`src/rtl/filter_event_ctrl_pkg.sv`:
```
// Shared definitions for the filter event controller: data widths, default
// sequencing lengths, the controller state type and small helper functions.
package filter_event_ctrl_pkg;

    localparam int SIZE_ADC_DATA    = 12;
    localparam int SIZE_FILTER_DATA = 15;

    localparam int CLR_LEN_DEF    = 2;
    localparam int SETTLE_LEN_DEF = 32;
    localparam int WIN_LEN_DEF    = 64;
    localparam int TS_W_DEF       = 32;

    // Shared phase counter width; must cover CLR_LEN, SETTLE_LEN and WIN_LEN.
    localparam int CNT_W = 16;

    typedef enum logic [2:0] {
        ST_CLEAR  = 3'd0,
        ST_SETTLE = 3'd1,
        ST_ARMED  = 3'd2,
        ST_SEARCH = 3'd3,
        ST_HOLD   = 3'd4
    } state_t;

    // Rising crossing of an unsigned level between two consecutive samples.
    function automatic logic rising_cross(
        input logic [SIZE_ADC_DATA-1:0] prev,
        input logic [SIZE_ADC_DATA-1:0] cur,
        input logic [SIZE_ADC_DATA-1:0] level
    );
        return (prev < level) && (cur >= level);
    endfunction

    // 16-bit increment that sticks at all-ones.
    function automatic logic [15:0] sat_inc16(input logic [15:0] value);
        return (value == 16'hFFFF) ? value : value + 16'd1;
    endfunction

endpackage

```
`src/rtl/filter_event_ctrl_if.sv`:
```
// Event record handshake between the controller (master) and its consumer.
interface filter_event_ctrl_if
    import filter_event_ctrl_pkg::*;
#(
    parameter int TS_W = TS_W_DEF
);

    logic                          event_valid;
    logic                          event_ready;
    logic signed [SIZE_FILTER_DATA:0] event_amp;
    logic [TS_W-1:0]               event_ts;
    logic [7:0]                    event_ofs;
    logic                          event_pileup;

    modport master (
        output event_valid,
        output event_amp,
        output event_ts,
        output event_ofs,
        output event_pileup,
        input  event_ready
    );

    modport slave (
        input  event_valid,
        input  event_amp,
        input  event_ts,
        input  event_ofs,
        input  event_pileup,
        output event_ready
    );

endinterface

```
`src/rtl/filter_event_ctrl_peak_tracker.sv`:
```
// Running signed maximum of the filter output over a search window. The first
// window sample is loaded unconditionally; later samples replace the maximum
// only when strictly larger, so the earliest of equal peaks is kept.
module peak_tracker
    import filter_event_ctrl_pkg::*;
#(
    parameter int DW = SIZE_FILTER_DATA + 1
) (
    input  logic                 clk,
    input  logic                 reset,
    input  logic                 load,
    input  logic                 update,
    input  logic signed [DW-1:0] din,
    input  logic [7:0]           idx,
    output logic signed [DW-1:0] max,
    output logic [7:0]           ofs
);

    // Maximum value and the window index where it was first seen.
    always_ff @(posedge clk) begin
        if (reset) begin
            max <= '0;
            ofs <= 8'd0;
        end else if (load) begin
            max <= din;
            ofs <= 8'd0;
        end else if (update && (din > max)) begin
            max <= din;
            ofs <= idx;
        end else begin
            max <= max;
            ofs <= ofs;
        end
    end

endmodule

```
`src/rtl/filter_event_ctrl.sv`:
```
// Event controller for a pulse-processing filter: clears and settles the
// filter, arms on a rising threshold crossing of the raw ADC stream, searches
// a fixed window for the filter peak and presents one record per event.
module filter_event_ctrl
    import filter_event_ctrl_pkg::*;
#(
    parameter int CLR_LEN    = CLR_LEN_DEF,
    parameter int SETTLE_LEN = SETTLE_LEN_DEF,
    parameter int WIN_LEN    = WIN_LEN_DEF,
    parameter int TS_W       = TS_W_DEF
) (
    input  logic                             clk,
    input  logic                             reset,
    input  logic                             en,
    input  logic [SIZE_ADC_DATA-1:0]         threshold,
    input  logic [SIZE_ADC_DATA-1:0]         adc_data,
    input  logic signed [SIZE_FILTER_DATA:0] filt_data,
    output logic                             filt_rst_n,
    filter_event_ctrl_if.master              ev,
    output logic [15:0]                      lost_cnt,
    output logic                             busy
);

    state_t                       state;
    state_t                       state_next;
    logic [CNT_W-1:0]             cnt;
    logic [CNT_W-1:0]             cnt_next;
    logic [SIZE_ADC_DATA-1:0]     adc_prev;
    logic [SIZE_ADC_DATA-1:0]     thr_lat;
    logic [SIZE_ADC_DATA-1:0]     thr_eff;
    logic                         trig;
    logic                         start_event;
    logic                         trk_load;
    logic                         trk_update;
    logic [TS_W-1:0]              ts_cnt;
    logic [TS_W-1:0]              ts_latch;
    logic                         pileup;
    logic                         valid;
    logic signed [SIZE_FILTER_DATA:0] peak_max;
    logic [7:0]                   peak_ofs;

    // Trigger detect: during an event the level captured at arming applies,
    // otherwise the live threshold input is used.
    always_comb begin
        thr_eff = threshold;
        if ((state == ST_SEARCH) || (state == ST_HOLD)) begin
            thr_eff = thr_lat;
        end else begin
            thr_eff = threshold;
        end
        trig = rising_cross(adc_prev, adc_data, thr_eff);
    end

    // Next-state, phase counter and peak tracker control.
    always_comb begin
        state_next  = state;
        cnt_next    = cnt + CNT_W'(1);
        start_event = 1'b0;
        trk_load    = 1'b0;
        trk_update  = 1'b0;
        case (state)
            ST_CLEAR: begin
                if (cnt == CNT_W'(CLR_LEN - 1)) begin
                    state_next = ST_SETTLE;
                    cnt_next   = '0;
                end else begin
                    state_next = ST_CLEAR;
                end
            end
            ST_SETTLE: begin
                if (cnt == CNT_W'(SETTLE_LEN - 1)) begin
                    state_next = ST_ARMED;
                    cnt_next   = '0;
                end else begin
                    state_next = ST_SETTLE;
                end
            end
            ST_ARMED: begin
                cnt_next = '0;
                if (trig && en) begin
                    start_event = 1'b1;
                    state_next  = ST_SEARCH;
                end else begin
                    state_next  = ST_ARMED;
                end
            end
            ST_SEARCH: begin
                if (cnt == '0) begin
                    trk_load = 1'b1;
                end else begin
                    trk_update = 1'b1;
                end
                if (cnt == CNT_W'(WIN_LEN - 1)) begin
                    state_next = ST_HOLD;
                    cnt_next   = '0;
                end else begin
                    state_next = ST_SEARCH;
                end
            end
            ST_HOLD: begin
                cnt_next = '0;
                if (ev.event_ready) begin
                    state_next = ST_CLEAR;
                end else begin
                    state_next = ST_HOLD;
                end
            end
            default: begin
                state_next = ST_CLEAR;
                cnt_next   = '0;
            end
        endcase
    end

    // State and phase counter registers.
    always_ff @(posedge clk) begin
        if (reset) begin
            state <= ST_CLEAR;
            cnt   <= '0;
        end else begin
            state <= state_next;
            cnt   <= cnt_next;
        end
    end

    // Previous ADC sample for edge detection and free-running timestamp.
    always_ff @(posedge clk) begin
        if (reset) begin
            adc_prev <= '0;
            ts_cnt   <= '0;
        end else begin
            adc_prev <= adc_data;
            ts_cnt   <= ts_cnt + TS_W'(1);
        end
    end

    // Per-event capture: threshold and timestamp at arming, pileup in window.
    always_ff @(posedge clk) begin
        if (reset) begin
            thr_lat  <= '0;
            ts_latch <= '0;
            pileup   <= 1'b0;
        end else if (start_event) begin
            thr_lat  <= threshold;
            ts_latch <= ts_cnt;
            pileup   <= 1'b0;
        end else if ((state == ST_SEARCH) && trig) begin
            pileup   <= 1'b1;
        end else begin
            pileup   <= pileup;
        end
    end

    // Saturating count of triggers arriving while not able to start an event.
    always_ff @(posedge clk) begin
        if (reset) begin
            lost_cnt <= 16'd0;
        end else if (trig && ((state == ST_CLEAR) || (state == ST_SETTLE) || (state == ST_HOLD))) begin
            lost_cnt <= sat_inc16(lost_cnt);
        end else begin
            lost_cnt <= lost_cnt;
        end
    end

    // Status outputs registered from the next state so they align with it.
    always_ff @(posedge clk) begin
        if (reset) begin
            filt_rst_n <= 1'b0;
            busy       <= 1'b1;
            valid      <= 1'b0;
        end else begin
            filt_rst_n <= (state_next != ST_CLEAR);
            busy       <= (state_next != ST_ARMED);
            valid      <= (state_next == ST_HOLD);
        end
    end

    peak_tracker #(
        .DW(SIZE_FILTER_DATA + 1)
    ) u_peak (
        .clk    (clk),
        .reset  (reset),
        .load   (trk_load),
        .update (trk_update),
        .din    (filt_data),
        .idx    (cnt[7:0]),
        .max    (peak_max),
        .ofs    (peak_ofs)
    );

    assign ev.event_valid  = valid;
    assign ev.event_amp    = peak_max;
    assign ev.event_ts     = ts_latch;
    assign ev.event_ofs    = peak_ofs;
    assign ev.event_pileup = pileup;

endmodule

```
`src/flat_wrapper.sv`:
```
// flat-port wrapper written by rule: the top's interface ports become plain ports
module filter_event_ctrl_flat import filter_event_ctrl_pkg::*;
#(
    parameter int CLR_LEN    = CLR_LEN_DEF,
    parameter int SETTLE_LEN = SETTLE_LEN_DEF,
    parameter int WIN_LEN    = WIN_LEN_DEF,
    parameter int TS_W       = TS_W_DEF
)
  (clk, reset, en, threshold, adc_data, filt_data, filt_rst_n, lost_cnt, busy, ev_event_valid, ev_event_amp, ev_event_ts, ev_event_ofs, ev_event_pileup, ev_event_ready);
  filter_event_ctrl_if #(.TS_W(TS_W)) ev_i ();
  input  logic clk;
  input  logic reset;
  input  logic en;
  input  logic [SIZE_ADC_DATA-1:0] threshold;
  input  logic [SIZE_ADC_DATA-1:0] adc_data;
  input  logic signed [SIZE_FILTER_DATA:0] filt_data;
  output logic filt_rst_n;
  output logic [15:0] lost_cnt;
  output logic busy;
  output wire logic [$bits(ev_i.event_valid)-1:0] ev_event_valid;
  output wire logic [$bits(ev_i.event_amp)-1:0] ev_event_amp;
  output wire logic [$bits(ev_i.event_ts)-1:0] ev_event_ts;
  output wire logic [$bits(ev_i.event_ofs)-1:0] ev_event_ofs;
  output wire logic [$bits(ev_i.event_pileup)-1:0] ev_event_pileup;
  input wire logic [$bits(ev_i.event_ready)-1:0] ev_event_ready;
  assign ev_event_valid = ev_i.event_valid;
  assign ev_event_amp = ev_i.event_amp;
  assign ev_event_ts = ev_i.event_ts;
  assign ev_event_ofs = ev_i.event_ofs;
  assign ev_event_pileup = ev_i.event_pileup;
  assign ev_i.event_ready = ev_event_ready;
  filter_event_ctrl #(.CLR_LEN(CLR_LEN), .SETTLE_LEN(SETTLE_LEN), .WIN_LEN(WIN_LEN), .TS_W(TS_W)) u_core (.clk(clk), .reset(reset), .en(en), .threshold(threshold), .adc_data(adc_data), .filt_data(filt_data), .filt_rst_n(filt_rst_n), .ev(ev_i), .lost_cnt(lost_cnt), .busy(busy));
endmodule
```
`config.mk`:
```
export PLATFORM = sky130hd
export DESIGN_NAME = filter_event_ctrl_flat
export DESIGN_NICKNAME = d
export VERILOG_FILES = /design/src/rtl/filter_event_ctrl_pkg.sv /design/src/rtl/filter_event_ctrl_if.sv /design/src/rtl/filter_event_ctrl_peak_tracker.sv /design/src/rtl/filter_event_ctrl.sv /design/src/flat_wrapper.sv
export SDC_FILE = /design/constraint.sdc
export NUM_CORES = 1
export LEC_CHECK = 0
export ABC_AREA = 1
export CORE_ASPECT_RATIO = 0.6
export CORE_MARGIN = 2
export CORE_UTILIZATION = 40
export DETAILED_ROUTE_END_ITERATION = 10
export GPL_ROUTABILITY_DRIVEN = 0
export PLACE_DENSITY_LB_ADDON = 0.3
export SYNTH_ARGS = -nofsm -noshare
export SYNTH_HDL_FRONTEND = slang
export SYNTH_HIERARCHICAL = 1
export SYNTH_SLANG_ARGS = --single-unit
export TNS_END_PERCENT = 1
```
`constraint.sdc`:
```
create_clock -name clk -period 2.8 [get_ports clk]
set_input_delay 0.84 -clock clk [delete_from_list [all_inputs] [get_ports clk]]
set_output_delay 0.84 -clock clk [all_outputs]
set_load 0.1 [all_outputs]
```
# Yosys cells after proc, flatten, opt, wreduce, memory -nomap -nowiden
# Index checks and enable logic that the tools add are counted.
classes:
  addsub: 3
  magnitude_cmp: 3
  n_eq_ne: 10
  mux: 19
  n_bitwise: 1
  n_reduce_logical: 15
op_table:
  columns: ["cell", "count"]
  rows:
  - ["$mux 16", 5]
  - ["$pmux 16 s3", 1]
  - ["$add 16x1->16 const B", 2]
  - ["$add 32x1->32 const B", 1]
  - ["$eq 16x1->1 const B", 1]
  - ["$eq 16x16->1 const B", 1]
  - ["$eq 16x5->1 const B", 1]
  - ["$eq 16x6->1 const B", 1]
  - ["$gt 16x16->1", 1]
  - ["$logic_not 16->1", 1]
  - ["$pmux 3 s5", 1]
  - ["$ge 12x12->1", 1]
  - ["$lt 12x12->1", 1]
  - ["$mux 12", 1]
  - ["$mux 1", 8]
  - ["$eq 3x2->1 const B", 2]
  - ["$eq 3x3->1 const B", 2]
  - ["$mux 3", 2]
  - ["$logic_and 1x1->1", 5]
  - ["$reduce_or 2->1", 2]
  - ["$eq 3x1->1 const B", 1]
  - ["$logic_not 3->1", 1]
  - ["$logic_or 1x1->1", 3]
  - ["$ne 3x2->1 const B", 1]
  - ["5 further kinds", 5]
word_totals:
  regBits: 151
  in_bits: 44
  out_inout_bits: 76
  wordCells: 64

# Depth between registers and ports, before layout
# Gate-level depths: netlist (run 1).
depth:
  ltp_word: 9
  ltp_mapped: 23
  mapped_depth_nobuf: 22

# Modules after synthesis
# The synthesis (run 1) kept the hierarchy.
modules_own_cells:
  columns: ["mod", "n_inst", "cells_per_inst", "area_per_inst_um2", "seq_area_each_um2"]
  rows:
  - ["filter_event_ctrl", 1, 846, 6140.9, 2542.4]
  - ["peak_tracker", 1, 208, 1507.7, 480.5]

# Worst setup path before layout (run 1)
# Ideal clock, no wire load.
synth_path:
  path_type: "reg2reg"
  from: "reg u_core.state[1]"
  to: "reg u_core.lost_cnt[8]"
  setup_ps: 132
  t_arrival_ps: 2840
  t_required_ps: 2668
  path_slack_ps: -173
  path_stages_with_launch: 15
  n_path_buf: 2
  synth_period_minus_slack_ps: 2973
  cell_sequence: "dfxtp_1 > nand3_2 > nand2_2 > clkbuf_1 > mux2i_1 > ha_1 > a21oi_1 > nor2_1 > a211oi_1 > nand3_1 > nor2_4 > nand3_2 > buf_2 > nand2_1 > a21oi_1"
synth_via:
  elab_chain_len: 7
  word_cells_on_any_way: 13
  cone_classes: "order compare (2); eq/ne (3); mux (1); reduce/logical (7)"
synth_lines:
  columns: ["item", "line", "text"]
  rows:
  - ["start, declared", "filter_event_ctrl.sv:24", "state_t state;"]
  - ["start signal, assigned", "filter_event_ctrl.sv:121", "state <= state_next;"]
  - ["$eq 3x2->1 / $eq 3x3->1 (equally long branches)", "filter_event_ctrl.sv:46, filter_event_ctrl.sv:158", null]
  - ["$logic_or 1x1->1", "filter_event_ctrl.sv:46", "if ((state == ST_SEARCH) || (state == ST_HOLD)) begin"]
  - ["$mux 12", "filter_event_ctrl.sv:46", null]
  - ["$lt 12x12->1 / $ge 12x12->1 (equally long branches)", "filter_event_ctrl_pkg.sv:30", "return (prev < level) && (cur >= level);"]
  - ["$logic_and 1x1->1", "filter_event_ctrl_pkg.sv:30", null]
  - ["$logic_and 1x1->1 *", "filter_event_ctrl.sv:158", "end else if (trig && ((state == ST_CLEAR) || (state == ST_SETTLE) || (state == ST_HOLD))) begin"]
  - ["$reduce_and 2->1 (no line) *", null, null]
  - ["end signal, assigned", "filter_event_ctrl.sv:159", "lost_cnt <= sat_inc16(lost_cnt);"]
  - ["end signal, assigned", "filter_event_ctrl.sv:161", "lost_cnt <= lost_cnt;"]
  - ["end, declared", "filter_event_ctrl.sv:20", "output logic [15:0] lost_cnt,"]
# Every way passes the cells marked *; elsewhere a longest branch is shown, timed or not.
# A chain may end at the register's enable or synchronous reset.

# Worst setup path after layout (run 1)
layout_path:
  from: "in threshold[8]"
  to: "reg u_core.lost_cnt[1]"
layout_via:
  elab_chain_len: 5
  word_cells_on_any_way: 6
  cone_classes: "order compare (2); mux (1); reduce/logical (3)"
layout_lines:
  columns: ["item", "line", "text"]
  rows:
  - ["start, declared", "flat_wrapper.sv:14", "input logic [SIZE_ADC_DATA-1:0] threshold;"]
  - ["$mux 12 *", "filter_event_ctrl.sv:46", null]
  - ["$lt 12x12->1 / $ge 12x12->1 (equally long branches)", "filter_event_ctrl_pkg.sv:30", null]
  - ["$logic_and 1x1->1 *", "filter_event_ctrl_pkg.sv:30", null]
  - ["$logic_and 1x1->1 *", "filter_event_ctrl.sv:158", null]
  - ["$reduce_and 2->1 (no line) *", null, null]
# Marked as above.

==> results.txt, run 1 <==
Status: complete, but fails checks
Failing checks: negative setup slack
Global router's overall resource usage: 20.35%
Syn Inst Count: 1,054
EDFF count, synth: 0
PD cells: 525.0 nW/um^2
Clk sinks: 151
CP max FO: 8
Fmax: 356.6 MHz
Worst Tran Pin Value: 0.9572 ns
Hold Path Class: flip-flop to flip-flop
Lkg Pwr: 0.004188 uW
Die Width: 182.5 um
Layout cells sized above 1: 18.60%
CTS tree: done
Max cap viols: 0
Worst skew pair latency: 0.43 ns
Net Count, Synth: 1,140
Pre-CTS setup slack: -0.5430 ns
Seq/Total Area, Yosys: 39.52%
Inserted Clock Buffers: 17
CORE AREA: 18,880 um^2
Post-Route WL: 20,980 um
Final setup fails: 1
Global-route wire length before repair: 33,350 um
Worst r2r src: u_core/state[2]
Clock skew: 0.01114 ns
Placed wire-length estimate: 14,140 um
Via/cell ratio: 5.035
Initial core utilization: 40.50%
Clk buf depth: 2
DR iter-0 viols: 638
Period utilisation layout: 100.1%
Synth-to-Final Area Change: 32.49%
Synth area leader: dfxtp_1
CTS root buffer: clkbuf_16
Avg Cell Area, Syn: 7.257 um^2
RSZ-0062 raised after global routing: true
DR WL/cell: 14.46 um
Syn. warnings: 6
Chip height: 111.1 um
Vias in the first global route: 6,661
Final WS setup: -0.004196 ns
CTS Hold Bufs: 0
Normalized max-slew margin: 36.12%
H-Tree Depth: 4
Main area contributors after synthesis: dfxtp_1, nand2_1, a21oi_1, ha_1, nand3_1
Synth Cell Area: 7649 um^2
Pre-antenna DRT Iters: 5
Number of remaining DRC errors: 0
Final Critical Period: 2.804 ns
Reg clk slew, reported paths: 0.06 ns
Synth top area share: 39.52%
Worst Path Required: 3.17 ns
Post-synth top flop: dfxtp_1
IO Count: 120
Crit path kind: input pin to flip-flop
Hold Vio Cnt, Final: 0
Post-route ant nets: 0
GRT overflow: 0
Yosys cell types: 44
Critical Path Start Type: input pin
Yosys reg bits: 151
Fin util: 53.66%
Die area: 20,280 um^2
Nets: 1,277
Worst IR Drop VDD: 0.4010 mV
Largest net degree at the start of global routing: 50
Ys async rst share: 0%
Port bufs: 119
CP arrival: 3.17 ns
Row count: 39
Initial antenna violation count: 1
Total number of vias: 7,306
Critical Path Source: threshold[8]
Number of slew-limit violations in the final report: 0
Worst setup EP type: flip-flop
Min-delay src: u_core/ev.event_pileup
Setup TNS Final: -0.004196 ns
## through the flow
step                      std cells  instance area (um^2)  power [uW]  hold slack [ns]
after global routing           1451                 10130        5543           0.4810
after CTS                      1446                  9716        5268           0.4615
after floorplan                1054                  7650        2713           0.4302
after detailed placement       1412                  9065        2947           0.4444
final                          1451                 10130        5320           0.4622
after global placement         1412                  9065        2942           0.4434
## placed cells by master (no fill, tap or decap), types with 8 or more instances in the layout
cell type and n:
a21boi_1 8, a21oi_1 89, a21oi_2 20, buf_4 99
clkbuf_16 20, clkdlybuf4s50_1 38, dfxtp_1 148, ha_1 39
inv_1 132, nand2_1 190, nand2_2 12, nand3_1 98
nand4_1 39, nor2_1 109, nor3_1 20, o21ai_0 13
xnor2_1 8, xor2_1 14
## worst paths after layout
check	endpoint	slack [ns]	cells after the start
setup / recovery	u_core/lost_cnt[1]	-0.004	15
hold reg to reg	u_core/ev.event_pileup	0.46	2
hold / removal	u_core/ev.event_pileup	0.46	2
setup reg to reg	u_core/lost_cnt[1]	0.01	17
## layer usage
metal	GRT usage (%)	up-vias	share of wire, %
li1	-	3743	-
met1	31.56	3329	53
met2	27.25	214	39
met3	4.698	20	7.3
met4	6.129	0	1.2
met5	0	-	0
## repair_timing
action / in CTS / in global routing
pin swaps: 4 / 57
setup buffers: 1 / 2
cloned: 1 / 3
resized for setup: 8 / 76
endpoints found under the setup margin: 45 / 65
## cell usage after synthesis, types with 2 or more instances
cell / n
ha_1: 42
nand3_1: 102
nand4_1: 39
clkbuf_1: 19
buf_1: 2
nand2_1: 199
nor2_4: 2
nor3b_1: 5
inv_2: 3
mux2i_1: 10
buf_4: 2
nand2_2: 4
buf_6: 3
nand3_2: 4
nor4_1: 5
nor2_2: 2
buf_2: 13
inv_1: 133
nor3_1: 20
xnor2_1: 8
a21o_1: 2
xor2_1: 14
o21a_1: 4
o21ai_0: 13
dfxtp_1: 151
a21oi_1: 108
nor2_1: 115
a21boi_1: 8
or2_2: 2
a211oi_1: 6
## power breakdown
group,internal (uW),switching [uW],total [uW]
Clock,1280,1020,2300
Sequential,2190,43.4,2240
Combinational,310,479,789
## logic make-up after synthesis
family / after synthesis / share of synthesized area (%)
AND/OR/NAND/NOR: 506 / 30.00
XOR/XNOR: 22 / 2.519
AO/OA/AOI/OAI: 148 / 10.58
flip-flops: 151 / 39.52
multiplexers: 10 / 1.309
buffers and inverters: 175 / 9.193
adder cells (fa/ha/maj): 42 / 6.871
## sequential cells by signal, indices dropped and copies added (netlist names)
| register | flops |
|---|---|
| u_core/ev.event_ts | 32 |
| u_core/ts_cnt | 32 |
| u_core/cnt | 16 |
| u_core/lost_cnt | 16 |
| u_core/u_peak/max | 16 |
| u_core/adc_prev | 12 |
| u_core/thr_lat | 12 |
| u_core/u_peak/ofs | 8 |
| u_core/state | 3 |
| u_core/busy | 1 |
| u_core/ev.event_pileup | 1 |
| u_core/ev.event_valid | 1 |
| u_core/filt_rst_n | 1 |
## area by class of cell
class / count / area [um^2]
antenna: 1 / 2.502
clock buffer: 19 / 442.9
clock inverter: 13 / 136.4
fill: 1782 / 8751
inverter: 136 / 510.5
multi-input combinational: 728 / 4215
sequential: 151 / 3034
tap: 246 / 307.8
timing repair buffer: 157 / 1484
## worst max-delay path, stage by stage
cell	delay, ns
clkdlybuf4s50_1	0.53
mux2i_4	0.09
ha_1	0.28
nand4_1	0.15
nor2_1	0.17
nand2_1	0.08
o21bai_2	0.17
nor2_2	0.08
nor2_4	0.15
buf_6	0.12
nand3_4	0.08
buf_12	0.17
nand2_2	0.07
nand2_2	0.06
nor2_2	0.12
Power figures use the tool's default switching activity.
==> run 2: changes to the inputs <==
--- a/config.mk
+++ b/config.mk
@@ -8,7 +8,7 @@
 export ABC_AREA = 1
 export CORE_ASPECT_RATIO = 0.6
 export CORE_MARGIN = 2
-export CORE_UTILIZATION = 40
+export CORE_UTILIZATION = 49
 export DETAILED_ROUTE_END_ITERATION = 10
 export GPL_ROUTABILITY_DRIVEN = 0
 export PLACE_DENSITY_LB_ADDON = 0.3
==> results.txt, run 2 (synthesized netlist as in run 1, its figures left out) <==
Status: finished, final reports clean (was complete, but fails checks)
CP max FO: 10 (was 8)
PD cells: 524.0 nW/um^2 (was 525.0 nW/um^2)
Hold Path Class: flip-flop to flip-flop (unchanged)
Fmax: 364.6 MHz (was 356.6 MHz)
H-Tree Depth: 4 (unchanged)
Global router's overall resource usage: 24.22% (was 20.35%)
GRT overflow: 0 (unchanged)
Period utilisation layout: 97.95% (was 100.1%)
CTS tree: done (unchanged)
Most common cell after layout, fill and taps aside: nand2_1 (unchanged)
Clk buf depth: 2 (unchanged)
Lkg Pwr: 0.004264 uW (was 0.004188 uW)
Reg clk slew, reported paths: 0.07 ns (was 0.06 ns)
Antenna fix cells: 0 (was 1)
Worst IR Drop VDD: 0.3106 mV (was 0.4010 mV)
Initial core utilization: 50.05% (was 40.50%)
Vias in the first global route: 6,738 (was 6,661)
Placement Cell Area: 9069 um^2 (was 9065 um^2)
GRT met2 Usage: 35.51% (was 27.25%)
Synth-to-Final Area Change: 31.47% (was 32.49%)
Via/cell ratio: 5.229 (was 5.035)
Number of remaining DRC errors: 0 (unchanged)
CTS Hold Bufs: 0 (unchanged)
Number of placed instances with taps included: 1,370 (was 1,412)
Worst Path Required: 3.08 ns (was 3.17 ns)
CP max stage delay: 0.37 ns (was 0.53 ns)
Die area: 16,660 um^2 (was 20,280 um^2)
Pre-antenna DRT Iters: 7 (was 5)
IO Count: 120 (unchanged)
Final Critical Period: 2.743 ns (was 2.804 ns)
Clk sinks: 151 (unchanged)
Family with the most delay on the worst path: simple AND/OR/NAND/NOR gates (unchanged)
Chip height: 100.8 um (was 111.1 um)
CP max stage cell: dfxtp_4 (was clkdlybuf4s50_1)
Met3 Use GR: 4.237% (was 4.698%)
Post-route ant nets: 0 (unchanged)
Crit-path cells: nor2_4 -> nand2_4 -> nand2_8 -> buf_4 -> mux2i_2 -> ha_1 -> a21oi_1 -> o21ai_0 -> o21bai_1 -> nor2_2 -> nor2_4 -> buf_12 -> buf_12 -> buf_16 -> nand3_1 -> a21oi_1 (was clkdlybuf4s50_1 -> mux2i_4 -> ha_1 -> nand4_1 -> nor2_1 -> nand2_1 -> o21bai_2 -> nor2_2 -> nor2_4 -> buf_6 -> nand3_4 -> buf_12 -> nand2_2 -> nand2_2 -> nor2_2)
Total power draw: 5270 uW (was 5320 uW)
Hold Vio Cnt, Final: 0 (unchanged)
Nets: 1,286 (was 1,277)
Setup TNS Final: 0 ns (was -0.004196 ns)
Post-Route WL: 20,240 um (was 20,980 um)
Worst skew pair latency: 0.43 ns (about the same)
RSZ-0062 raised after global routing: true (unchanged)
CORE AREA: 15,280 um^2 (was 18,880 um^2)
Met1 Use GR: 36.57% (was 31.56%)
Largest net degree at the start of global routing: 64 (was 50)
Normalized max-slew margin: 50.02% (was 36.12%)
Global-route wire length before repair: 32,450 um (was 33,350 um)
Port bufs: 119 (unchanged)
Most frequent cells in the layout: nand2_1, dfxtp_1, inv_1 (unchanged)
Final Cell Area: 10,060 um^2 (was 10,130 um^2)
Worst Tran Pin Value: 0.7440 ns (was 0.9572 ns)
Total number of vias: 7,404 (was 7,306)
Die Width: 165.3 um (was 182.5 um)
DR iter-0 viols: 577 (was 638)
Layout cells sized above 1: 17.64% (was 18.60%)
Inserted Clock Buffers: 17 (unchanged)
GRT busiest layer: met1 (unchanged)
WP buf/inv: 4 (was 3)
Fin cells: 1,416 (was 1,451)
DR WL/cell: 14.29 um (was 14.46 um)
Placed wire-length estimate: 13,350 um (was 14,140 um)
Number of slew-limit violations in the final report: 0 (unchanged)
Clock skew: 0.01216 ns (was 0.01114 ns)
Final setup fails: 0 (was 1)
Critical Path Start Type: flip-flop (was input pin)
Initial antenna violation count: 0 (was 1)
CTS root buffer: clkbuf_16 (unchanged)
Max cap viols: 0 (unchanged)
Row count: 35 (was 39)
Worst setup EP type: flip-flop (unchanged)
Crit path kind: flip-flop to flip-flop (was input pin to flip-flop)
CP arrival: 3.02 ns (was 3.17 ns)
-- run 2: changes by cell type in the layout (fill, tap and decap cells not counted), moves of 6 or more --
cell	previous run	this run
a21oi_2	20	8
buf_4	99	106
nand2_2	12	4
nand2_1	190	196
a21oi_1	89	101
-- run 2: final cells by class --
class | count | area, um^2
Multi-Input combinational cell | 728 | 4123
Clock buffer | 18 | 439.2
Sequential cell | 151 | 3032
Inverter | 136 | 513.0
Timing Repair Buffer | 166 | 1560
Clock inverter | 14 | 135.1
Tap cell | 203 | 254.0
Fill cell | 1295 | 5228
-- run 2: worst register-to-register path, stage by stage (launching register included) --
cell,delay (ns)
dfxtp_4,0.37
nor2_4,0.13
nand2_4,0.08
nand2_8,0.11
buf_4,0.12
mux2i_2,0.25
ha_1,0.30
a21oi_1,0.16
o21ai_0,0.12
o21bai_1,0.20
nor2_2,0.16
nor2_4,0.08
buf_12,0.14
buf_12,0.12
buf_16,0.14
nand3_1,0.07
a21oi_1,0.06
-- run 2: final timing paths --
| path | depth (start not counted) | from | slack, ns | end |
|---|---|---|---|---|
| max reg2reg | 16 | u_core/state[0] | 0.06 | u_core/ev.event_ts[8] |
| min reg2reg | 2 | u_core/u_peak/ofs[2] | 0.46 | u_core/u_peak/ofs[2] |
| min | 2 | u_core/u_peak/ofs[2] | 0.46 | u_core/u_peak/ofs[2] |
| max | 16 | u_core/state[0] | 0.06 | u_core/ev.event_ts[8] |
-- run 2: metrics by stage --
step	setup WS, ns	hold slack [ns]	utilization (%)
3_5_place_dp	-0.4812	0.4475	59.34
3_3_place_gp	-0.4315	0.4392	59.34
5_1_grt	-0.08227	0.4630	65.80
2_1_floorplan	0.03612	0.4302	-
4_1_cts	0.008276	0.4592	64.02
6_report	0.05735	0.4593	65.80
-- run 2: metal layers --
metal | wire [um] | part of all wire [%] | vias up
li1 | - | - | 3751
met1 | 10500 | 52 | 3422
met2 | 8341 | 41 | 211
met3 | 1226 | 6.1 | 20
met4 | 166 | 0.82 | 0
met5 | 0 | 0 | -
-- run 2: what timing repair did --
| item | CTS | global route |
|---|---|---|
| setup buffers | 3 | 8 |
| pin swaps | 3 | 20 |
| setup endpoints to repair | 48 | 65 |
| gates cloned | 2 | 1 |
| gates resized for setup | 10 | 49 |
-- run 2: where the power goes --
group / leakage [uW] / switching [uW] / internal [uW]
Sequential: 0.00122 / 45.7 / 2190
Combinational: 0.00276 / 466 / 309
Clock: 0.000283 / 1050 / 1200
Total: 0.00426 / 1560 / 3710
==> run 3: changes to the inputs <==
--- a/config.mk
+++ b/config.mk
@@ -12,6 +12,7 @@
 export DETAILED_ROUTE_END_ITERATION = 10
 export GPL_ROUTABILITY_DRIVEN = 0
 export PLACE_DENSITY_LB_ADDON = 0.3
+export SETUP_SLACK_MARGIN = 0.15
 export SYNTH_ARGS = -nofsm -noshare
 export SYNTH_HDL_FRONTEND = slang
 export SYNTH_HIERARCHICAL = 1
==> results.txt, run 3 (synthesized netlist as in run 1, its figures left out) <==
Status: finished, final reports clean (unchanged)
Met2 WL: 9471 um (was 8341 um)
FF-to-FF path depth: 16 (unchanged)
DR iter-0 viols: 552 (was 577)
Number of remaining DRC errors: 0 (unchanged)
Max cap viols: 0 (unchanged)
CP arrival: 3.11 ns (was 3.02 ns)
Most common cell after layout, fill and taps aside: nand2_1 (unchanged)
Normalized max-slew margin: 50.85% (was 50.02%)
H-Tree Depth: 4 (unchanged)
Worst setup EP type: flip-flop (unchanged)
Worst r2r src: u_core/state[0] (unchanged)
Initial core utilization: 50.05% (unchanged)
Layout cells sized above 1: 19.28% (was 17.64%)
Worst skew pair latency: 0.43 ns (about the same)
CTS tree: done (unchanged)
Worst IR Drop VDD: 0.3499 mV (was 0.3106 mV)
Most frequent CP cell: nand2_1
Pre-antenna DRT Iters: 6 (was 7)
Synth-to-Final Area Change: 32.63% (was 31.47%)
Hold Vio Cnt, Final: 0 (unchanged)
Largest net degree at the start of global routing: 40 (was 64)
Worst Hold Depth: 2 (unchanged)
Lkg Pwr: 0.004308 uW (was 0.004264 uW)
Die area: 16,660 um^2 (unchanged)
CTS Hold Bufs: 0 (unchanged)
Final Critical Period: 2.753 ns (was 2.743 ns)
Critical Path Start Type: input pin (was flip-flop)
RSZ-0062 raised after global routing: true (unchanged)
Port bufs: 119 (unchanged)
Filler Cell Count: 1,269 (was 1,295)
Met1 WL: 10,390 um (was 10,500 um)
CP max stage delay: 0.46 ns (was 0.37 ns)
CP max stage cell: clkdlybuf4s50_1 (was dfxtp_4)
Hold Worst Slack: 0.4501 ns (was 0.4593 ns)
Inserted Clock Buffers: 17 (unchanged)
Row count: 35 (unchanged)
Initial antenna violation count: 0 (unchanged)
Routed wl met3: 1660 um (was 1226 um)
Crit-path cells: clkdlybuf4s50_1 -> mux2i_1 -> ha_1 -> nand3_1 -> nand2_1 -> inv_1 -> nand2_1 -> nand2_1 -> nand3_2 -> nor2_4 -> buf_6 -> buf_6 -> nand4_1 -> a21oi_2 (was nor2_4 -> nand2_4 -> nand2_8 -> buf_4 -> mux2i_2 -> ha_1 -> a21oi_1 -> o21ai_0 -> o21bai_1 -> nor2_2 -> nor2_4 -> buf_12 -> buf_12 -> buf_16 -> nand3_1 -> a21oi_1)
Crit path kind: input pin to flip-flop (was flip-flop to flip-flop)
Total power draw: 5299 uW (was 5270 uW)
Vias in the first global route: 7,038 (was 6,738)
Placed wire-length estimate: 14,190 um (was 13,350 um)
Placement Cell Area: 9111 um^2 (was 9069 um^2)
Flop-to-flop setup slack: 0.05 ns (was 0.06 ns)
CP max FO: 9 (was 10)
Global router's overall resource usage: 25.03% (was 24.22%)
IO Count: 120 (unchanged)
Number of placed instances with taps included: 1,378 (was 1,370)
Global-route wire length before repair: 33,660 um (was 32,450 um)
CORE AREA: 15,280 um^2 (unchanged)
DR WL/cell: 15.36 um (was 14.29 um)
R2R Path End: u_core/lost_cnt[2] (was u_core/ev.event_ts[8])
Number of slew-limit violations in the final report: 0 (unchanged)
Post-Route WL: 21,920 um (was 20,240 um)
GRT overflow: 0 (unchanged)
Nets: 1,297 (was 1,286)
Die Width: 165.3 um (unchanged)
Chip height: 100.8 um (unchanged)
Post-route ant nets: 0 (unchanged)
Final Cell Area: 10,140 um^2 (was 10,060 um^2)
PD cells: 522.4 nW/um^2 (was 524.0 nW/um^2)
Clock skew: 0.01393 ns (was 0.01216 ns)
Clk sinks: 151 (unchanged)
Min-delay src: u_core/ev.event_pileup (was u_core/u_peak/ofs[2])
Hold Crit Endpoint: u_core/ev.event_pileup (was u_core/u_peak/ofs[2])
Final WS setup: 0.04735 ns (was 0.05735 ns)
Top Layer Used: met4 (unchanged)
Final setup fails: 0 (unchanged)
CTS root buffer: clkbuf_16 (unchanged)
Hold Path Class: flip-flop to flip-flop (unchanged)
Most frequent cells in the layout: nand2_1, dfxtp_1, inv_1 (unchanged)
Worst Tran Pin Value: 0.7316 ns (was 0.7440 ns)
Fmax: 363.3 MHz (was 364.6 MHz)
Total number of vias: 7,645 (was 7,404)
Pre-CTS setup slack: -0.5102 ns (was -0.4812 ns)
Period utilisation layout: 98.31% (was 97.95%)
Antenna fix cells: 0 (unchanged)
Via/cell ratio: 5.357 (was 5.229)
Reg clk slew, reported paths: 0.07 ns (about the same)
Worst Path Required: 3.15 ns (was 3.08 ns)
Clk buf depth: 2 (unchanged)
Fin cells: 1,427 (was 1,416)
## run 3: metal layers
layer  vias up  track usage, %
met5         -               0
li1       3780               -
met4         0           7.361
met3        37           5.306
met1      3547           35.70
met2       281           38.30
## run 3: stage by stage
stage | TNS [ns] | utilization, %
6_report | 0 | 66.38
5_1_grt | -5.112 | 66.38
4_1_cts | -0.2220 | 63.54
3_5_place_dp | -29.31 | 59.62
3_3_place_gp | -25.99 | 59.62
2_1_floorplan | 0 | -
## run 3: area by class of cell
| class | count | area [um^2] | share of cell area (%) |
|---|---|---|---|
| Multi-Input combinational cell | 729 | 4148 | 40.89 |
| Sequential cell | 151 | 3029 | 29.86 |
| Timing Repair Buffer | 176 | 1618 | 15.95 |
| Inverter | 136 | 510.5 | 5.032 |
| Clock buffer | 17 | 425.4 | 4.193 |
| Tap cell | 203 | 254.0 | 2.504 |
| Clock inverter | 15 | 160.2 | 1.579 |
## run 3: how the worst max path moves through the flow
| stage | startpoint | slack, ns | end |
|---|---|---|---|
| final | threshold[7] | 0.05 | u_core/lost_cnt[2] |
| after detailed placement | threshold[0] | -0.51 | u_core/lost_cnt[12] |
| after global routing | u_core/state[0] | -0.13 | u_core/ev.event_ts[12] |
| after global placement | threshold[0] | -0.49 | u_core/lost_cnt[12] |
| after CTS | threshold[9] | -0.04 | u_core/lost_cnt[12] |
| after floorplan | threshold[0] | 0.15 | u_core/ev.event_ts[10] |
## run 3: critical path, delay by kind of cell
kind / cells / cell delay, ns
fa+ha+maj: 1 / 0.33
mux: 1 / 0.31
buf+inv: 4 / 0.79
simple gates: 7 / 0.67
compound gates: 1 / 0.16
## run 3: repair_timing
action	CTS	global route
endpoints found under the setup margin	64	66
buffers inserted	0	9
cloned	0	8
resized for setup	6	58
pin swaps	2	54
## run 3: power breakdown
part / switching [uW] / leakage, uW / internal [uW]
Clock: 1070 / 0.000277 / 1190
Combinational: 488 / 0.00281 / 317
Sequential: 44.6 / 0.00122 / 2190
Total: 1600 / 0.00431 / 3700
==> edit 1 (flow settings as in run 1) <==
Reset style: asynchronous (`reset`), changed in 6 clocked blocks.
--- a/src/rtl/filter_event_ctrl_peak_tracker.sv
+++ b/src/rtl/filter_event_ctrl_peak_tracker.sv
@@ -17,7 +17,7 @@
 );
 
     // Maximum value and the window index where it was first seen.
-    always_ff @(posedge clk) begin
+    always_ff @(posedge clk or posedge reset) begin
         if (reset) begin
             max <= '0;
             ofs <= 8'd0;
--- a/src/rtl/filter_event_ctrl.sv
+++ b/src/rtl/filter_event_ctrl.sv
@@ -113,7 +113,7 @@
     end
 
     // State and phase counter registers.
-    always_ff @(posedge clk) begin
+    always_ff @(posedge clk or posedge reset) begin
         if (reset) begin
             state <= ST_CLEAR;
             cnt   <= '0;
@@ -124,7 +124,7 @@
     end
 
     // Previous ADC sample for edge detection and free-running timestamp.
-    always_ff @(posedge clk) begin
+    always_ff @(posedge clk or posedge reset) begin
         if (reset) begin
             adc_prev <= '0;
             ts_cnt   <= '0;
@@ -135,7 +135,7 @@
     end
 
     // Per-event capture: threshold and timestamp at arming, pileup in window.
-    always_ff @(posedge clk) begin
+    always_ff @(posedge clk or posedge reset) begin
         if (reset) begin
             thr_lat  <= '0;
             ts_latch <= '0;
@@ -152,7 +152,7 @@
     end
 
     // Saturating count of triggers arriving while not able to start an event.
-    always_ff @(posedge clk) begin
+    always_ff @(posedge clk or posedge reset) begin
         if (reset) begin
             lost_cnt <= 16'd0;
         end else if (trig && ((state == ST_CLEAR) || (state == ST_SETTLE) || (state == ST_HOLD))) begin
@@ -163,7 +163,7 @@
     end
 
     // Status outputs registered from the next state so they align with it.
-    always_ff @(posedge clk) begin
+    always_ff @(posedge clk or posedge reset) begin
         if (reset) begin
             filt_rst_n <= 1'b0;
             busy       <= 1'b1;
Function: differs if reset is asserted again (counterexample within 4 cycles, from zero or initial values and one cycle with reset high); with reset held inactive, the same outputs for 10 cycles.
==> edit 1 against run 1 <==
- the flow still finishes with violations (negative setup slack)
- synthesized area grew 3.6%
- register-to-register slack lost 0.15 ns
- synthesized cell count shrank 11%
- clock skew grew 0.0017 ns
- setup slack lost 0.14 ns
- worst hold slack gained 0.0097 ns
- via count shrank 5.5%
- die area grew 3.5%
- sequential cell count is the same
- wire length grew 0.67%
- fmax shrank 4.6%
- non-clock buffer count grew 17
- final area grew 3.6%
- critical path type is now reg -> reg
Power is not compared: it rests on default switching activity, and its combinational part moved more than twofold at a synthesized area within 25%.
==> edit 1: results (changes against run 1) <==
.. list-table::
   :header-rows: 1

   * - Metric
     - Value
   * - Count of final setup violators
     - 63 (+62)
   * - Post-synthesis net count
     - 1019 (-11%)
   * - HPWL after detailed placement
     - 14370 um (+1.6%)
   * - Violations in the final reports
     - negative setup slack
   * - Total detailed-routing wirelength
     - 21120 um (+0.67%)
   * - Run status
     - finished with violations
   * - Number of distinct library cells after synthesis
     - 41 (-6.8%)
   * - Share of layout cells above drive strength 1
     - 0.2071 (+0.02101)
   * - Non-clock buffering overhead in the final layout
     - 0.1529 (+0.006419)
   * - Most numerous cell types in the synthesized netlist
     - sky130_fd_sc_hd__nand2_1, sky130_fd_sc_hd__dfrtp_1, sky130_fd_sc_hd__inv_1, sky130_fd_sc_hd__nand4_1, sky130_fd_sc_hd__nor2_1
   * - Fraction of registers with async set or reset after synthesis
     - 1.000 (+1.000)
   * - Setup slack of the critical path after layout
     - -0.1403 ns (-0.1361 ns)
   * - Worst setup skew after layout
     - 0.01285 ns (+0.001714 ns)
   * - Inverters, non-clock
     - 95 (-30%)
   * - Multiplexer share of the synthesized area
     - 0.01263 (-0.0004526)
   * - Summed negative setup slack over all endpoints
     - -5.963 ns (-5.959 ns)
   * - Minimum hold slack
     - 0.4719 ns (+0.009720 ns)
   * - Fraction of area in registers
     - 0.3602 (+0.06078)
   * - Global routing usage summed across all routing layers
     - 0.2008 (-0.002680)
   * - Share of the final layout cell area in multi-input gates
     - 0.3665 (-0.04946)
   * - Net count, final
     - 1179 (-7.7%)
   * - Number of design-rule violations left by the first detailed-router iteration
     - 569 (-11%)
   * - Number of antenna violations at the first check in global routing
     - 0 (-1)
   * - Worst-path cell with the longest stage delay
     - sky130_fd_sc_hd__dfrtp_1
   * - Launch instance of the worst min-delay path
     - u_core/thr_lat[0]
-- edit 1: power groups by stage --
stage                     combinational [mW]  clock [mW]  sequential, mW
after global routing                    4.92        2.39            2.89
final                                   4.56        2.24            2.84
after CTS                               4.33        2.29            2.81
after floorplan                         1.60           0            4.34
after detailed placement                4.27           0            2.84
after global placement                  4.22           0            2.84
-- edit 1: cells by family after synthesis --
| family | Yosys count |
|---|---|
| adders and majority gates | 42 |
| xor gates and xnor gates | 49 |
| AOI/OAI and AO/OA | 35 |
| and+or+nand+nor | 518 |
| DFF | 151 |
| muxes | 10 |
| buffers and inverters | 128 |
-- edit 1: per-layer routing --
metal / part of all wire / GRT usage / routed length (um)
met4: 0.0091 / 0.05407 / 193
met1: 0.54 / 0.3233 / 11350
met3: 0.060 / 0.03637 / 1276
met2: 0.39 / 0.2709 / 8300
met5: 0 / 0 / 0
==> edit 2 (flow settings as in run 1) <==
Made on the original files. Set the package constant `SIZE_FILTER_DATA` to 17 (it was 15).
--- a/src/rtl/filter_event_ctrl_pkg.sv
+++ b/src/rtl/filter_event_ctrl_pkg.sv
@@ -3,7 +3,7 @@
 package filter_event_ctrl_pkg;
 
     localparam int SIZE_ADC_DATA    = 12;
-    localparam int SIZE_FILTER_DATA = 15;
+    localparam int SIZE_FILTER_DATA = 17;
 
     localparam int CLR_LEN_DEF    = 2;
     localparam int SETTLE_LEN_DEF = 32;
Interface: changed (resized ev_event_amp and filt_data); port bits go from 120 to 124. The function was not compared with the original's and may differ.
==> edit 2 against run 1 <==
- setup slack gained 0.049 ns
- first-iteration DRC count decreased by 8.0%
- clock power up 3%
- wire length rose by 3.8%
- fmax rose by 1.8%
- final area increased by 1.8%
- synthesized area up 1.4%
- sequential cell count grew 2
- total power up 1.5%
- largest cell class unchanged
==> edit 2: results (changes against run 1) <==
.. list-table::
   :header-rows: 1

   * - Metric
     - Value
   * - Run status
     - complete, no violations
   * - Number of antenna violations at the first check in global routing
     - 0 (-1)
   * - Detailed Routing Iterations Pass 1
     - 5 (unchanged)
   * - Most numerous cell types in the synthesized netlist
     - sky130_fd_sc_hd__nand2_1, sky130_fd_sc_hd__dfxtp_1, sky130_fd_sc_hd__inv_1, sky130_fd_sc_hd__nor2_1, sky130_fd_sc_hd__a21oi_1
   * - Reg-to-reg critical path startpoint
     - u_core/state[1]
   * - Pin count of the biggest net entering global routing
     - 37 (-26%)
   * - HPWL after detailed placement
     - 15100 um (+6.8%)
   * - Reg2Reg Capture Point
     - u_core/ev.event_ts[11]
   * - Post-synthesis net count
     - 1162 (+1.9%)
   * - Share of layout cells above drive strength 1
     - 0.1734 (-0.01266)
   * - Number of design-rule violations left by the first detailed-router iteration
     - 587 (-8.0%)
   * - Antenna-violating nets left
     - 0 (unchanged)
   * - Via total after detailed routing
     - 7578 (+3.7%)
   * - Worst setup skew after layout
     - 0.02012 ns (+0.008978 ns)
   * - Max transition margin
     - 0.5634 (+0.2022)
   * - Count of H-tree levels built during CTS
     - 4 (unchanged)
   * - Placed instance count
     - 1440 (+2.0%)
   * - Post-synthesis cell count
     - 1072 (+1.7%)
   * - Global-route wire length before repair
     - 33960 um (+1.8%)
   * - Via/cell ratio
     - 5.100 (+1.3%)
   * - Critical Path Sink
     - u_core/ev.event_ts[11]
   * - Number of distinct library cells after synthesis
     - 43 (-2.3%)
   * - Length in cells of the worst reg-to-reg path
     - 16 (-1)
   * - Worst vdd ir
     - 416.0 uV (+3.7%)
   * - Reg-to-reg setup timing slack
     - 0.08 ns (+0.07 ns)
   * - Net count, final
     - 1317 (+3.1%)
   * - Worst skew pair latency
     - 0.44 ns
   * - Origin of the worst setup path
     - threshold[8]
   * - Number of buffers added on ports
     - 123 (+3.4%)
   * - Area contributors post-synth
     - sky130_fd_sc_hd__dfxtp_1, sky130_fd_sc_hd__nand2_1, sky130_fd_sc_hd__a21oi_1
   * - Leakage
     - 4.372 nW (+4.4%)
   * - Worst-path cell with the longest stage delay
     - sky130_fd_sc_hd__clkdlybuf4s50_1
   * - Maximum net fanout on the critical path
     - 17 (+9)
   * - Fraction of registers with async set or reset after synthesis
     - 0 (unchanged)
   * - Family with the most delay on the worst path
     - buffers and inverters
   * - WL per Instance
     - 14.66 um (+1.4%)
   * - Global routing usage summed across all routing layers
     - 0.2043 (+0.0008178)
   * - Yosys top cell by area
     - sky130_fd_sc_hd__dfxtp_1
   * - Via count of the first global-routing pass
     - 6792 (+2.0%)
   * - Root cell of the clock tree
     - sky130_fd_sc_hd__clkbuf_16
   * - Critical Path Max Stage Delay
     - 0.52 ns
   * - Arrival @ worst endpoint
     - 3.12 ns (-0.05 ns)
   * - N_diodes
     - 0 (-1)
   * - Sequential element share of the synthesized area
     - 0.3951 (about the same)
==> edit 2: changes by cell type after synthesis, moves of 2 or more <==
cell                       change
sky130_fd_sc_hd__dfxtp_1       +2
sky130_fd_sc_hd__inv_1         +2
sky130_fd_sc_hd__a21boi_0      +4
sky130_fd_sc_hd__a21boi_1      -4
sky130_fd_sc_hd__inv_2         -2
sky130_fd_sc_hd__nand2_1       +5
sky130_fd_sc_hd__buf_1         -2
sky130_fd_sc_hd__nor2_1        +3
sky130_fd_sc_hd__clkinv_1      +2
sky130_fd_sc_hd__clkbuf_1      +2
sky130_fd_sc_hd__a21oi_1       +4
sky130_fd_sc_hd__ha_1          +2
==> edit 2: final cells by class <==
cell class / instances / area (um2)
fill: 1830 / 8712
multi-input combinational: 742 / 4179
sequential: 153 / 3072
timing repair buffer: 175 / 1624
inverter: 138 / 518.0
clock buffer: 17 / 425.4
tap: 246 / 307.8
clock inverter: 15 / 192.7
==> edit 2: where the power goes <==
| part | internal (mW) | total (mW) | switching, mW |
|---|---|---|---|
| clock | 1.29 | 2.38 | 1.09 |
| sequential | 2.22 | 2.27 | 0.0466 |
| combinational | 0.287 | 0.752 | 0.466 |
==> edit 2: per-stage QoR <==
stage	setup WS [ns]	setup TNS, ns	cell area, um2
floorplan	0.03612	0	7754
global placement	-0.4237	-26.37	9283
detailed placement	-0.4576	-30.09	9283
CTS	0.03734	0	9899
global route	-0.06924	-2.047	10320
finish	0.04499	0	10320
==> edit 2: logic make-up after synthesis <==
| kind of cell | synth area share |
|---|---|
| simple gates | 0.2960 |
| fa+ha+maj | 0.07101 |
| xor+xnor | 0.02486 |
| buf+inv | 0.09216 |
| mux | 0.01291 |
| flops | 0.3951 |
| compound gates | 0.1080 |
==> edit 2: how the worst min path moves through the flow <==
stage | start | endpoint | slack [ns]
finish | u_core/ev.event_pileup | u_core/ev.event_pileup | 0.45
CTS | u_core/ev.event_pileup | u_core/ev.event_pileup | 0.46
detailed placement | u_core/ev.event_pileup | u_core/ev.event_pileup | 0.45
global route | u_core/ev.event_ts[19] | u_core/ev.event_ts[19] | 0.48
floorplan | u_core/ts_cnt[0] | u_core/ts_cnt[0] | 0.43
global placement | u_core/ev.event_pileup | u_core/ev.event_pileup | 0.44
==> edit 2: metal layers <==
layer | track usage | vias up | wire (um)
met5 | 0 | - | 0
met4 | 0.04533 | 0 | 140
met3 | 0.06248 | 7 | 1512
met2 | 0.2823 | 214 | 8791
met1 | 0.3076 | 3509 | 11340
li1 | - | 3848 | -
==> edit 2: timing repair <==
item / 4_1_cts / 5_1_grt
gates resized for setup: 1 / 53
gates cloned: 0 / 5
endpoints found under the hold margin: 0 / 0
pin swaps: 5 / 14
hold buffers: 0 / 0
setup buffers: 0 / 9
setup endpoints to repair: 37 / 65
